## config.mk

```make
export PLATFORM = sky130hd
export DESIGN_NAME = jt51_opacc_flat
export DESIGN_NICKNAME = d
export VERILOG_FILES = /design/src/rtl/jt51_opacc_if.sv /design/src/rtl/jt51_opacc.sv /design/src/flat_wrapper.sv
export SDC_FILE = /design/constraint.sdc
export NUM_CORES = 1
export LEC_CHECK = 0
export CAP_MARGIN = 15
export CORE_MARGIN = 5
export CORE_UTILIZATION = 55
export DETAILED_ROUTE_END_ITERATION = 10
export HOLD_SLACK_MARGIN = 0.15
export PLACE_DENSITY = 0.85
export SKIP_CTS_REPAIR_TIMING = 1
export SYNTH_ARGS = -nofsm -noshare
export SYNTH_HDL_FRONTEND = slang
export SYNTH_SLANG_ARGS = --single-unit
```

## constraint.sdc

```tcl
create_clock -name clk -period 5.27 [get_ports clk]
set_input_delay 0.527 -clock clk [delete_from_list [all_inputs] [get_ports clk]]
set_output_delay 0.527 -clock clk [all_outputs]
set_load 0.01 [all_outputs]
```

## src/rtl/jt51_opacc_if.sv

```systemverilog
// Slot-stream and stereo-output bundle between the operator pipeline,
// the output accumulator and whatever consumes the mixed samples.
interface jt51_opacc_if #(
    parameter int OUTW = 16
);
    logic                    cen;
    logic                    zero;
    logic signed [13:0]      op_in;
    logic        [2:0]       con_in;
    logic        [1:0]       rl_in;
    logic signed [OUTW-1:0]  left;
    logic signed [OUTW-1:0]  right;
    logic                    sample;
    logic        [4:0]       slot;

    modport master (
        output cen, zero, op_in, con_in, rl_in,
        input  left, right, sample, slot
    );

    modport slave (
        input  cen, zero, op_in, con_in, rl_in,
        output left, right, sample, slot
    );
endinterface

```

## src/rtl/jt51_opacc.sv

```systemverilog
// Per-frame stereo mixer: sums carrier operators into L/R accumulators and
// emits saturated samples with a one-clock strobe at every frame boundary.
module jt51_opacc #(
    parameter int ACCW = 18,
    parameter int OUTW = 16
) (
    input  logic           clk,
    input  logic           rst,
    jt51_opacc_if.slave    bus
);
    localparam logic signed [ACCW-1:0] SAT_HI = {{(ACCW-OUTW+1){1'b0}}, {(OUTW-1){1'b1}}};
    localparam logic signed [ACCW-1:0] SAT_LO = {{(ACCW-OUTW+1){1'b1}}, {(OUTW-1){1'b0}}};
    localparam logic signed [ACCW-1:0] ACC_ZERO = {ACCW{1'b0}};

    logic        [4:0]      slot_q,   slot_d;
    logic signed [ACCW-1:0] acc_l_q,  acc_l_d;
    logic signed [ACCW-1:0] acc_r_q,  acc_r_d;
    logic signed [OUTW-1:0] left_q,   left_d;
    logic signed [OUTW-1:0] right_q,  right_d;
    logic                   sample_q, sample_d;
    logic                   valid_q,  valid_d;

    logic        [4:0]      cur_s;
    logic                   carrier_s;
    logic signed [ACCW-1:0] c_s;
    logic signed [ACCW-1:0] cl_s;
    logic signed [ACCW-1:0] cr_s;

    // Group 3 (C2) always sounds; the others depend on how far up CON goes.
    function automatic logic is_carrier(input logic [1:0] grp, input logic [2:0] con);
        logic r;
        case (grp)
            2'd0:    r = (con == 3'd7);
            2'd1:    r = (con >= 3'd5);
            2'd2:    r = (con >= 3'd4);
            2'd3:    r = 1'b1;
            default: r = 1'b0;
        endcase
        return r;
    endfunction

    function automatic logic signed [ACCW-1:0] sext(input logic signed [13:0] v);
        return {{(ACCW-14){v[13]}}, v};
    endfunction

    function automatic logic signed [OUTW-1:0] sat(input logic signed [ACCW-1:0] x);
        logic signed [OUTW-1:0] r;
        if (x > SAT_HI) begin
            r = SAT_HI[OUTW-1:0];
        end else if (x < SAT_LO) begin
            r = SAT_LO[OUTW-1:0];
        end else begin
            r = x[OUTW-1:0];
        end
        return r;
    endfunction

    // Contribution of the current slot; zero forces slot 0 regardless of the counter.
    always_comb begin
        cur_s     = bus.zero ? 5'd0 : slot_q;
        carrier_s = is_carrier(cur_s[4:3], bus.con_in);
        if (carrier_s) begin
            c_s = sext(bus.op_in);
        end else begin
            c_s = ACC_ZERO;
        end
        cl_s = bus.rl_in[0] ? c_s : ACC_ZERO;
        cr_s = bus.rl_in[1] ? c_s : ACC_ZERO;
    end

    // Next-state: accumulate mid-frame, publish and restart on a frame boundary.
    always_comb begin
        slot_d   = slot_q;
        acc_l_d  = acc_l_q;
        acc_r_d  = acc_r_q;
        left_d   = left_q;
        right_d  = right_q;
        sample_d = 1'b0;
        valid_d  = valid_q;
        if (bus.cen) begin
            if (bus.zero) begin
                slot_d  = 5'd1;
                acc_l_d = cl_s;
                acc_r_d = cr_s;
                valid_d = 1'b1;
                // The very first boundary after reset only opens a frame.
                if (valid_q) begin
                    left_d   = sat(acc_l_q);
                    right_d  = sat(acc_r_q);
                    sample_d = 1'b1;
                end else begin
                    left_d   = left_q;
                    right_d  = right_q;
                    sample_d = 1'b0;
                end
            end else begin
                slot_d  = slot_q + 5'd1;
                acc_l_d = acc_l_q + cl_s;
                acc_r_d = acc_r_q + cr_s;
            end
        end else begin
            slot_d = slot_q;
        end
    end

    // State registers.
    always_ff @(posedge clk or negedge rst) begin
        if (!rst) begin
            slot_q   <= 5'd0;
            acc_l_q  <= ACC_ZERO;
            acc_r_q  <= ACC_ZERO;
            left_q   <= {OUTW{1'b0}};
            right_q  <= {OUTW{1'b0}};
            sample_q <= 1'b0;
            valid_q  <= 1'b0;
        end else begin
            slot_q   <= slot_d;
            acc_l_q  <= acc_l_d;
            acc_r_q  <= acc_r_d;
            left_q   <= left_d;
            right_q  <= right_d;
            sample_q <= sample_d;
            valid_q  <= valid_d;
        end
    end

    assign bus.left   = left_q;
    assign bus.right  = right_q;
    assign bus.sample = sample_q;
    assign bus.slot   = slot_q;
endmodule

```

## src/flat_wrapper.sv

```systemverilog
// flat-port wrapper written by rule: the top's interface ports become plain ports
module jt51_opacc_flat 
#(
    parameter int ACCW = 18,
    parameter int OUTW = 16
)
  (clk, rst, bus_cen, bus_zero, bus_op_in, bus_con_in, bus_rl_in, bus_left, bus_right, bus_sample, bus_slot);
  jt51_opacc_if #(.OUTW(OUTW)) bus_i ();
  input  logic clk;
  input  logic rst;
  input wire logic [$bits(bus_i.cen)-1:0] bus_cen;
  input wire logic [$bits(bus_i.zero)-1:0] bus_zero;
  input wire logic [$bits(bus_i.op_in)-1:0] bus_op_in;
  input wire logic [$bits(bus_i.con_in)-1:0] bus_con_in;
  input wire logic [$bits(bus_i.rl_in)-1:0] bus_rl_in;
  output wire logic [$bits(bus_i.left)-1:0] bus_left;
  output wire logic [$bits(bus_i.right)-1:0] bus_right;
  output wire logic [$bits(bus_i.sample)-1:0] bus_sample;
  output wire logic [$bits(bus_i.slot)-1:0] bus_slot;
  assign bus_i.cen = bus_cen;
  assign bus_i.zero = bus_zero;
  assign bus_i.op_in = bus_op_in;
  assign bus_i.con_in = bus_con_in;
  assign bus_i.rl_in = bus_rl_in;
  assign bus_left = bus_i.left;
  assign bus_right = bus_i.right;
  assign bus_sample = bus_i.sample;
  assign bus_slot = bus_i.slot;
  jt51_opacc #(.ACCW(ACCW), .OUTW(OUTW)) u_core (.clk(clk), .rst(rst), .bus(bus_i));
endmodule
```

# == After elaboration in Yosys (flattened, before gate mapping) ==
# Index checks and enable logic that the tools add are counted.
# word_totals
regBits,75
input_bits,23
output_inout_bits,38
elab_cells,38
# op_classes
n_addsub,3
magnitude_cmp,6
eq_ne,4
n_mux,15
n_reduce_logical,3
# op_table
op,n
$mux 18,5
$mux 16,4
$add 18x18->18,2
$gt 18x16->1 const B,2
$lt 18x16->1 const B,2
$mux 5,2
$ge 3x3->1 const B,2
$add 5x1->5 const B,1
$eq 2x2->1 const B,2
$pmux 1 s4,1
$eq 3x3->1 const B,1
$mux 1,3
$reduce_and 3->1,1
$eq 2x1->1 const B,1
$logic_not 2->1,1
$reduce_and 2->1,1

# == Logic depth before layout (Yosys ltp) ==
# Gate-level depths: netlist of the first run.
# logic_depth
depth_word,7
ltp_mapped,14
mapped_depth_nobuf,13

# == Worst setup path before layout of the first run ==
# OpenSTA, ideal clock, no wires.
# synth_path
kind,in2reg
from,input bus_zero
to,register u_core.acc_r_q[13]
t_arrival_ps,3327
t_required_ps,5146
path_slack_ps,1819
cell_stages,13
path_cell_list,clkbuf_1 -> a21o_1 -> a21boi_0 -> clkbuf_1 -> and2_1 -> ha_1 -> a211oi_2 -> o21bai_2 -> a2111oi_4 -> nor3_1 -> o41ai_2 -> mux2i_1 -> a211o_1
# synth_between
elab_chain_len,7
# synth_lines
element,line_no,rtl
"start, declared",flat_wrapper.sv:12,input wire logic [$bits(bus_i.zero)-1:0] bus_zero;
$mux 5,jt51_opacc.sv:60,cur_s = bus.zero ? 5'd0 : slot_q;
$eq 2x2->1 (tied with other cells),jt51_opacc.sv:32,case (grp)
$pmux 1 s4,jt51_opacc.sv:32,
$mux 18,jt51_opacc.sv:62,if (carrier_s) begin
$mux 18,jt51_opacc.sv:68,cr_s = bus.rl_in[1] ? c_s : ACC_ZERO;
$add 18x18->18,jt51_opacc.sv:99,acc_r_d = acc_r_q + cr_s;
$mux 18 *,jt51_opacc.sv:81,if (bus.zero) begin
"end signal, assigned",jt51_opacc.sv:119,acc_r_q <= acc_r_d;
"end, declared",jt51_opacc.sv:17,"logic signed [ACCW-1:0] acc_r_q, acc_r_d;"
# Every way passes the cells marked *; elsewhere a longest branch is shown, timed or not.
# A chain may end at the register's enable or synchronous reset.

# == Worst setup path in the final report of the first run ==
# layout_path
from,input bus_con_in[2]
to,register u_core.acc_r_q[14]
# layout_between
elab_chain_len,6
# layout_lines
element,line_no,rtl
"start, declared",flat_wrapper.sv:14,input wire logic [$bits(bus_i.con_in)-1:0] bus_con_in;
$ge 3x3->1 (tied with other cells),jt51_opacc.sv:35,2'd2: r = (con >= 3'd4);
$pmux 1 s4 *,jt51_opacc.sv:32,
$mux 18 *,jt51_opacc.sv:62,
$mux 18 *,jt51_opacc.sv:68,
$add 18x18->18,jt51_opacc.sv:99,
$mux 18 *,jt51_opacc.sv:81,
# Marks and branches as above.

==> impl_metrics.env, run 1 <==
export IMPL_outcome="finished clean"
export IMPL_area_growth_pct=15.36
export IMPL_synth_top_area_share_pct=33.78
export IMPL_ys_types=51
export IMPL_die_h_microns=110.5
export IMPL_postRouteAntennaNets=0
export IMPL_finalCriticalPeriod_ps=3913
export IMPL_worst_pin_slew_ps=1036
export IMPL_end_kind="flip-flop"
export IMPL_grt_max_degree=76
export IMPL_cts_tree="built"
export IMPL_synthArstFlopShare_pct=100.0
export IMPL_rsz0062_at_grt="no"
export IMPL_synth_ff_type="dfrtp_1"
export IMPL_clk_latency_ps=360
export IMPL_io_pins=61
export IMPL_first_global_vias=4943
export IMPL_fmax_ghz=0.2556
export IMPL_final_max_slew_violation_count=0
export IMPL_layout_setup_ws_ps=1357
export IMPL_start_util_pct=56.59
export IMPL_final_nets=812
export IMPL_hold_viol_final=0
export IMPL_synth_edff_count=0
export IMPL_numClockSinks=75
export IMPL_clk_path_buf_depth=2
export IMPL_p_leak_nw=2.883
export IMPL_skew_ps=13.38
export IMPL_finalHoldWorstSlack_ps=306.0
export IMPL_numCtsBuffers=9
export IMPL_ir_drop_uv=204.7
export IMPL_syn_inst=716
export IMPL_wl_microns=14460
export IMPL_start_kind="input port"
export IMPL_cts_root_buffer="clkbuf_8"
export IMPL_post_place_ws_ps=1085
export IMPL_worstPathArrival_ps=4160
export IMPL_setup_violations=0
export IMPL_firstDrtPassIters=5
export IMPL_fillers=851
export IMPL_required_ps=5520
export IMPL_maxCapViolations=0
export IMPL_vias=5288
export IMPL_layout_drive_gt1_share_pct=5.548
export IMPL_grt_pass1_wl_microns=24210
export IMPL_cp_max_fo=14
export IMPL_hp_class="input port to async pin"
export IMPL_path_class="input port to flip-flop"
export IMPL_cts_reportedPaths_clkPinSlew_ps=90
export IMPL_antenna_found_initial=0
export IMPL_h_tree_depth=3
export IMPL_track_usage_pct=23.59
export IMPL_wire_per_inst_microns=16.24
export IMPL_synth_top_area_cell="dfrtp_1"
export IMPL_routed_via_density=5.942
export IMPL_slew_headroom_pct=30.95
export IMPL_die_w_microns=110.5
export IMPL_coreArea_sq_um=9819
export IMPL_finalCritPeriodShare_pct=74.25
export IMPL_syn_nets=776
export IMPL_powerDensity_nw_per_um2=330.3
export IMPL_fin_util_pct=65.28
export IMPL_n_antenna_cell=0
export IMPL_io_buffers=60
export IMPL_syn_area_sq_um=5557
export IMPL_synth_seq_cells=75
export IMPL_globalRouteOverflowTotal=0
export IMPL_synthTopCellsByArea="dfrtp_1 34%, o21ai_0 8.4%, ha_1 7.9%"
export IMPL_gp_congestion=0.9181
export IMPL_fp_dieArea_sq_um=12210
export IMPL_dr_first_iter_drc_count=596
export IMPL_tns_ps=0
export IMPL_num_rows=36
export IMPL_drc=0
export IMPL_synth_avg_cell_area_sq_um=7.761
export IMPL_hpwl_microns=10520
export IMPL_yosys_warnings=0
export IMPL_seq_area_frac_synth_pct=33.78
layout make-up:
class	count	area [sq um]	share of cell area, %
sequential	75	1877	29.28
tap	133	166.4	2.596
clock buffer	10	137.6	2.147
timing repair buffer	65	630.6	9.838
inverter	9	33.78	0.5270
multi-input combinational	592	3500	54.60
clock inverter	6	65.06	1.015
per-stage QoR:
stage	cells	area (sq um)	total power, mW
6_report	890	6410	2.117
5_1_grt	890	6410	2.273
4_1_cts	890	6410	2.120
3_5_place_dp	874	6207	1.656
3_3_place_gp	874	6207	1.611
2_1_floorplan	716	5557	1.314
cell usage in the layout (no fill, tap or decap), types with 12 or more instances in the layout:
master	count
mux2i_1	18
a21oi_1	54
and2_1	29
clkdlybuf4s50_1	58
ha_1	35
nand3_1	12
nand2_1	115
nor2_1	100
dfrtp_1	75
nor3_1	12
o21ai_0	93
power breakdown:
part / switching, mW / internal, mW / total (mW)
logic: 0.384 / 0.388 / 0.772
registers: 0.176 / 0.705 / 0.881
clock network: 0.232 / 0.232 / 0.464
total: 0.793 / 1.32 / 2.12
path summary, 6_finish.rpt:
check,from,end,slack [ps],cells past startpoint
hold reg to reg,u_core.bus.left[1],u_core.bus.left[1],480,2
max in group asynchronous,rst,u_core.bus.right[2],4340,1
hold / removal,rst,u_core.bus.right[13],310,1
min in group clk,u_core.bus.left[1],u_core.bus.left[1],480,2
setup reg to reg,u_core.bus.slot[3],u_core.acc_r_q[14],1510,14
setup / recovery,bus_con_in[2],u_core.acc_r_q[14],1360,15
worst max-delay path: stages:
cell             delay, ps
clkdlybuf4s50_1        440
o21ai_0                200
a21o_1                 190
a21boi_0               110
buf_4                  190
and2_1                 180
ha_1                   230
fa_1                   440
a211oi_1               320
o21ai_0                240
nand3_1                170
a21boi_0               180
o41ai_1                390
mux2i_1                140
a211o_1                240
cell families (layout without fill, tap and decap cells):
kind of cell	Yosys count	count (layout)	share of synthesized area [%]
buffers and inverters	49	90	3.332
adder cells (fa/ha/maj)	37	37	8.602
AO/OA/AOI/OAI	213	213	23.31
XOR/XNOR	19	19	2.995
AND/OR/NAND/NOR	298	298	23.33
multiplexers	25	25	4.661
flip-flops	75	75	33.78
registers in the layout, summed over array words and instances, names as in the netlist:
| signal | cells |
|---|---|
| u_core.acc_r_q | 18 |
| u_core.valid_q | 1 |
| u_core.acc_l_q | 18 |
| u_core.bus.right | 16 |
| u_core.bus.sample | 1 |
| u_core.bus.slot | 5 |
| u_core.bus.left | 16 |
metal layers:
metal  part of all wire [%]  track usage (%)  routed length, microns
met1                     45            31.88                    6457
met2                     46            37.74                    6653
met3                    7.4            4.759                    1068
met4                    1.9            8.128                     277
met5                      0                0                       0
Yosys cell counts (12+ instances only):
cell,count
nand2_1,115
nor2_1,100
o21ai_0,93
dfrtp_1,75
a21oi_1,54
ha_1,35
clkbuf_1,33
and2_1,29
mux2i_1,18
nand3_1,13
nor3_1,12
Note: power is estimated with default switching activity, not from simulation.
==> run 2: changes to the inputs <==
CORE_UTILIZATION = 52   (was 55)
PLACE_DENSITY = 0.84   (was 0.85)
clock period = 3.27 ns   (was 5.27 ns; I/O delays follow)
==> run 2 against run 1 <==
Clock power grew 63%; first-iteration DRC count shrank 27%; wire length grew 11%; die area grew 5.2%; critical path type is now flip-flop to flip-flop; sequential power grew 61%; non-clock buffer count grew 75; critical endpoint is now u_core.acc_l_q[17].
==> impl_metrics.env, run 2 (synthesis results as in run 1) <==
export IMPL_fin_util_pct=69.44
export IMPL_finalCriticalPeriod_ps=3174
export IMPL_hp_class="input port to async pin"
export IMPL_setup_violations=0
export IMPL_postRouteAntennaNets=0
export IMPL_wl_microns=15980
export IMPL_area_growth_pct=29.59
export IMPL_firstDrtPassIters=5
export IMPL_hpwl_microns=11150
export IMPL_final_common_cell="nand2_1"
export IMPL_drc=0
export IMPL_antenna_found_initial=0
export IMPL_outcome="finished clean"
export IMPL_fp_dieArea_sq_um=12850
export IMPL_hold_viol_final=0
export IMPL_vias=5750
export IMPL_path_class="flip-flop to flip-flop"
export IMPL_grt_pass1_wl_microns=25880
export IMPL_ir_drop_uv=283.5
export IMPL_cts_root_buffer="clkbuf_8"
export IMPL_final_max_slew_violation_count=0
export IMPL_layout_drive_gt1_share_pct=18.39
export IMPL_rsz0062_at_grt="yes"
export IMPL_coreArea_sq_um=10370
export IMPL_n_antenna_cell=0
export IMPL_reg_top3="u_core.acc_l_q (18), u_core.acc_r_q (18)"
export IMPL_start_util_pct=53.58
export IMPL_fmax_ghz=0.3150
export IMPL_placed_area_sq_um=6726
export IMPL_end_kind="flip-flop"
export IMPL_p_leak_nw=3.346
export IMPL_worstPathBufferInverterCount=3
export IMPL_wire_per_inst_microns=16.51
export IMPL_final_nets=887
export IMPL_required_ps=3560
export IMPL_crit_path_cell_trace="o211ai_1 > a21o_1 > a21boi_1 > buf_4 > buf_4 > and2_1 > ha_1 > a211oi_2 > nor2_1 > o22ai_2 > o211ai_1 > a2bb2oi_2 > buf_4 > mux2i_1 > a32oi_1"
export IMPL_track_usage_pct=24.40
export IMPL_slowest_delay_ps=420
export IMPL_cts_tree="built"
export IMPL_routed_via_density=5.940
export IMPL_numCtsBuffers=9
export IMPL_dr_first_iter_drc_count=434
export IMPL_clk_path_buf_depth=2
export IMPL_numClockSinks=75
export IMPL_die_h_microns=113.4
export IMPL_grt_max_degree=76
export IMPL_crit_family="compound AO/OA/AOI/OAI gates"
export IMPL_clk_latency_ps=370
export IMPL_powerDensity_nw_per_um2=500.8
export IMPL_globalRouteOverflowTotal=0
export IMPL_finalCritPeriodShare_pct=97.08
export IMPL_post_place_cells=945
export IMPL_fin_cells=968
export IMPL_slew_headroom_pct=30.51
export IMPL_p_total_mw=3.606
export IMPL_skew_ps=7.843
export IMPL_io_buffers=60
export IMPL_gp_congestion=0.9204
export IMPL_worst_pin_slew_ps=1042
export IMPL_start_kind="flip-flop"
export IMPL_die_w_microns=113.4
export IMPL_cp_max_fo=8
export IMPL_cts_reportedPaths_clkPinSlew_ps=90
export IMPL_stdcell_area_sq_um=7201
export IMPL_worstPathArrival_ps=3460
export IMPL_maxCapViolations=0
export IMPL_finalHoldWorstSlack_ps=88.93
export IMPL_h_tree_depth=3
export IMPL_num_rows=37
export IMPL_first_global_vias=5478
export IMPL_fillers=778
export IMPL_cp_slowest_cell="dfrtp_1"
export IMPL_io_pins=61
export IMPL_mostFrequentLayoutCells="115 x nand2_1, 100 x nor2_1, 86 x o21ai_0, 78 x buf_4, 75 x dfrtp_1"
export IMPL_crit_top_cell="buf_4"
==> run 2: final cells by class <==
cell class              count  area [sq um]  share of cell area, %
inverters                   9         33.78                 0.4692
flip-flops and latches     75          1877                  26.06
repair buffers            140          1206                  16.75
clock inverters             6         62.56                 0.8688
clock buffers              10         137.6                  1.911
well taps                 136         170.2                  2.363
multi-input cells         592          3714                  51.57
==> run 2: per-stage QoR <==
step	worst slack [ps]	TNS [ps]
after global placement	-364.6	-4688
final	95.55	0
after detailed placement	-484.7	-6852
after CTS	-239.1	-955.9
after floorplan	-3.382	-3.382
after global routing	-52.32	-125.9
==> run 2: final timing paths <==
path,startpoint,to,slack [ps],cells after the start
worst min register to register,u_core.bus.left[13],u_core.bus.left[13],480,2
worst max-delay path,u_core.bus.slot[3],u_core.acc_l_q[17],100,15
min in group clk,bus_cen,u_core.acc_r_q[11],280,2
worst min-delay path,rst,u_core.bus.right[13],90,1
max in group asynchronous,rst,u_core.acc_l_q[2],2510,1
worst max register to register,u_core.bus.slot[3],u_core.acc_l_q[17],100,15
==> run 2: power by group <==
part / switching, mW / internal, mW
Sequential: 0.280 / 1.14
Combinational: 0.684 / 0.749
Clock: 0.383 / 0.374
Total: 1.35 / 2.26
==> run 2: per-layer routing <==
metal / vias up / routed length [microns] / GRT usage (%)
li1: 2728 / - / -
met1: 2743 / 6743 / 32.41
met2: 242 / 7684 / 39.97
met3: 37 / 1214 / 4.032
met4: 0 / 335 / 9.615
met5: - / 0 / 0
==> run 3: changes to the inputs <==
CORE_MARGIN = 2   (was 5)
==> run 3 against run 2 <==
Critical path depth down 2; final area increased by 0.16%; via count is 1.8% lower; power up 4.0%; highest routed layer unchanged; critical endpoint is now u_core.acc_r_q[7]; sequential power barely moved; die area down 10%; combinational power barely moved.
==> impl_metrics.env, run 3 (synthesis results as in run 1) <==
export IMPL_p_leak_nw=3.357
export IMPL_internal_power_mw=2.389
export IMPL_post_place_ws_ps=-666.7
export IMPL_hpwl_microns=11090
export IMPL_worstPathArrival_ps=3480
export IMPL_reg_top3="u_core.acc_l_q (18), u_core.acc_r_q (18)"
export IMPL_fin_cells=966
export IMPL_tns_ps=0
export IMPL_final_max_slew_violation_count=0
export IMPL_cp_slowest_cell="a2111oi_4"
export IMPL_gp_congestion=0.9799
export IMPL_clk_path_buf_depth=2
export IMPL_wl_microns=15910
export IMPL_powerDensity_nw_per_um2=520.1
export IMPL_ir_drop_uv=366.8
export IMPL_drc=0
export IMPL_p_clk_share_pct=24.2
export IMPL_path_class="flip-flop to flip-flop"
export IMPL_r2r_cells=13
export IMPL_post_place_cells=943
export IMPL_slew_headroom_pct=27.50
export IMPL_crit_path_cell_trace="o211ai_1 > a21o_2 > a21boi_4 > and2_4 > ha_1 > a211oi_4 > o21bai_2 > a2111oi_4 > buf_4 > nor2_1 > xnor2_1 > o21ai_0 > mux2_2"
export IMPL_first_global_vias=5306
export IMPL_cts_tree="built"
export IMPL_vias=5648
export IMPL_dr_first_iter_drc_count=422
export IMPL_fmax_ghz=0.3105
export IMPL_io_buffers=60
export IMPL_grt_pass1_wl_microns=24760
export IMPL_area_growth_pct=29.79
export IMPL_final_nets=885
export IMPL_netSwitchingFraction_pct=36.31
export IMPL_firstDrtPassIters=5
export IMPL_reg2reg_to="u_core.acc_r_q[7]"
export IMPL_layout_setup_ws_ps=49.40
export IMPL_globalRouteOverflowTotal=0
export IMPL_track_usage_pct=26.86
export IMPL_power_frac_comb_pct=38.1
export IMPL_wire_per_inst_microns=16.47
export IMPL_end_kind="flip-flop"
export IMPL_cts_reportedPaths_clkPinSlew_ps=90
export IMPL_p_total_mw=3.751
export IMPL_layout_drive_gt1_share_pct=17.35
export IMPL_finalCriticalPeriod_ps=3221
export IMPL_grt_max_degree=76
export IMPL_reg2reg_from="u_core.bus.slot[3]"
export IMPL_die_w_microns=107.4
export IMPL_fp_dieArea_sq_um=11530
export IMPL_maxCapViolations=0
export IMPL_finalCritPeriodShare_pct=98.49
export IMPL_num_rows=37
export IMPL_routed_via_density=5.847
export IMPL_setup_violations=0
export IMPL_io_pins=61
export IMPL_cts_root_buffer="clkbuf_8"
export IMPL_postRouteAntennaNets=0
export IMPL_skew_ps=10.41
export IMPL_die_h_microns=107.4
export IMPL_mostFrequentLayoutCells="115 x nand2_1, 100 x nor2_1, 88 x o21ai_0, 76 x buf_4, 75 x dfrtp_1"
export IMPL_rrSetupSlack_ps=50
export IMPL_coreArea_sq_um=10370
export IMPL_antenna_found_initial=0
export IMPL_final_common_cell="nand2_1"
export IMPL_n_antenna_cell=0
export IMPL_hp_class="input port to async pin"
export IMPL_h_tree_depth=3
export IMPL_power_frac_seq_pct=37.7
export IMPL_numCtsBuffers=9
export IMPL_numClockSinks=75
export IMPL_required_ps=3530
export IMPL_start_kind="flip-flop"
export IMPL_worst_pin_slew_ps=1088
export IMPL_outcome="finished clean"
export IMPL_start_util_pct=53.58
export IMPL_hold_viol_final=0
export IMPL_cp_max_fo=5
export IMPL_clk_latency_ps=370
export IMPL_switchingPower_mw=1.362
export IMPL_slowest_delay_ps=440
## run 3: cell types whose count changed in the layout (fill, tap and decap cells not counted), moves of 2 or more
cell       previous run  this run
ha_4                  6         2
and2_1               22        25
and2_4                6         3
clkinv_2              3         0
ha_1                 28        31
a21boi_4              0         2
buf_4                78        76
bufinv_16             1         3
o21ai_0              86        88
o21ai_2               4         2
## run 3: metal layers
layer  track usage (%)  part of all wire [%]  up-vias
li1                  -                     -     2726
met1             34.75                    42     2675
met2             44.35                    48      210
met3             5.206                   7.3       37
met4             10.71                   2.6        0
met5                 0                     0        -
## run 3: final cells by class
class	instances	area (sq um)
multi-input combinational	593	3697
fill	792	3158
sequential	75	1877
timing repair buffer	137	1186
tap	136	170.2
clock buffer	9	123.9
clock inverter	7	123.9
inverter	9	33.78
## run 3: worst max-delay path by stage
stage	to	cells after the start	slack [ps]	startpoint
6_report	u_core.acc_r_q[7]	13	50	u_core.bus.slot[3]
3_3_place_gp	u_core.acc_r_q[13]	13	-540	bus_con_in[2]
4_1_cts	u_core.acc_r_q[13]	13	-300	bus_con_in[2]
5_1_grt	u_core.acc_l_q[17]	15	-90	u_core.bus.slot[3]
3_5_place_dp	u_core.acc_r_q[13]	13	-670	bus_con_in[2]
2_1_floorplan	u_core.acc_r_q[13]	13	-3	u_core.bus.slot[3]
## run 3: critical path: cells and delay by family, from the launching register on
| kind | cells | cell delay [ps] |
|---|---|---|
| flops | 1 | 410 |
| compound gates | 7 | 1570 |
| xor+xnor | 1 | 170 |
| mux | 1 | 280 |
| buf+inv | 1 | 190 |
| fa+ha+maj | 1 | 250 |
| simple gates | 2 | 240 |
## run 3: stage by stage
stage          hold slack (ps)  utilization (%)  instance area [sq um]
2_1_floorplan            31.41                -                   5562
3_3_place_gp             460.2            64.72                   6711
3_5_place_dp             465.7            64.72                   6711
4_1_cts                  139.7            67.11                   6959
5_1_grt                  170.0            69.55                   7212
6_report                 72.74            69.55                   7212
## run 3: power groups by stage
| stage | sequential (mW) | clock, mW | combinational [mW] |
|---|---|---|---|
| after global routing | 1.45 | 0.954 | 1.58 |
| after global placement | 1.40 | 0 | 1.30 |
| final | 1.41 | 0.909 | 1.43 |
| after detailed placement | 1.42 | 0 | 1.36 |
| after CTS | 1.41 | 0.912 | 1.37 |
| after floorplan | 1.36 | 0 | 0.755 |
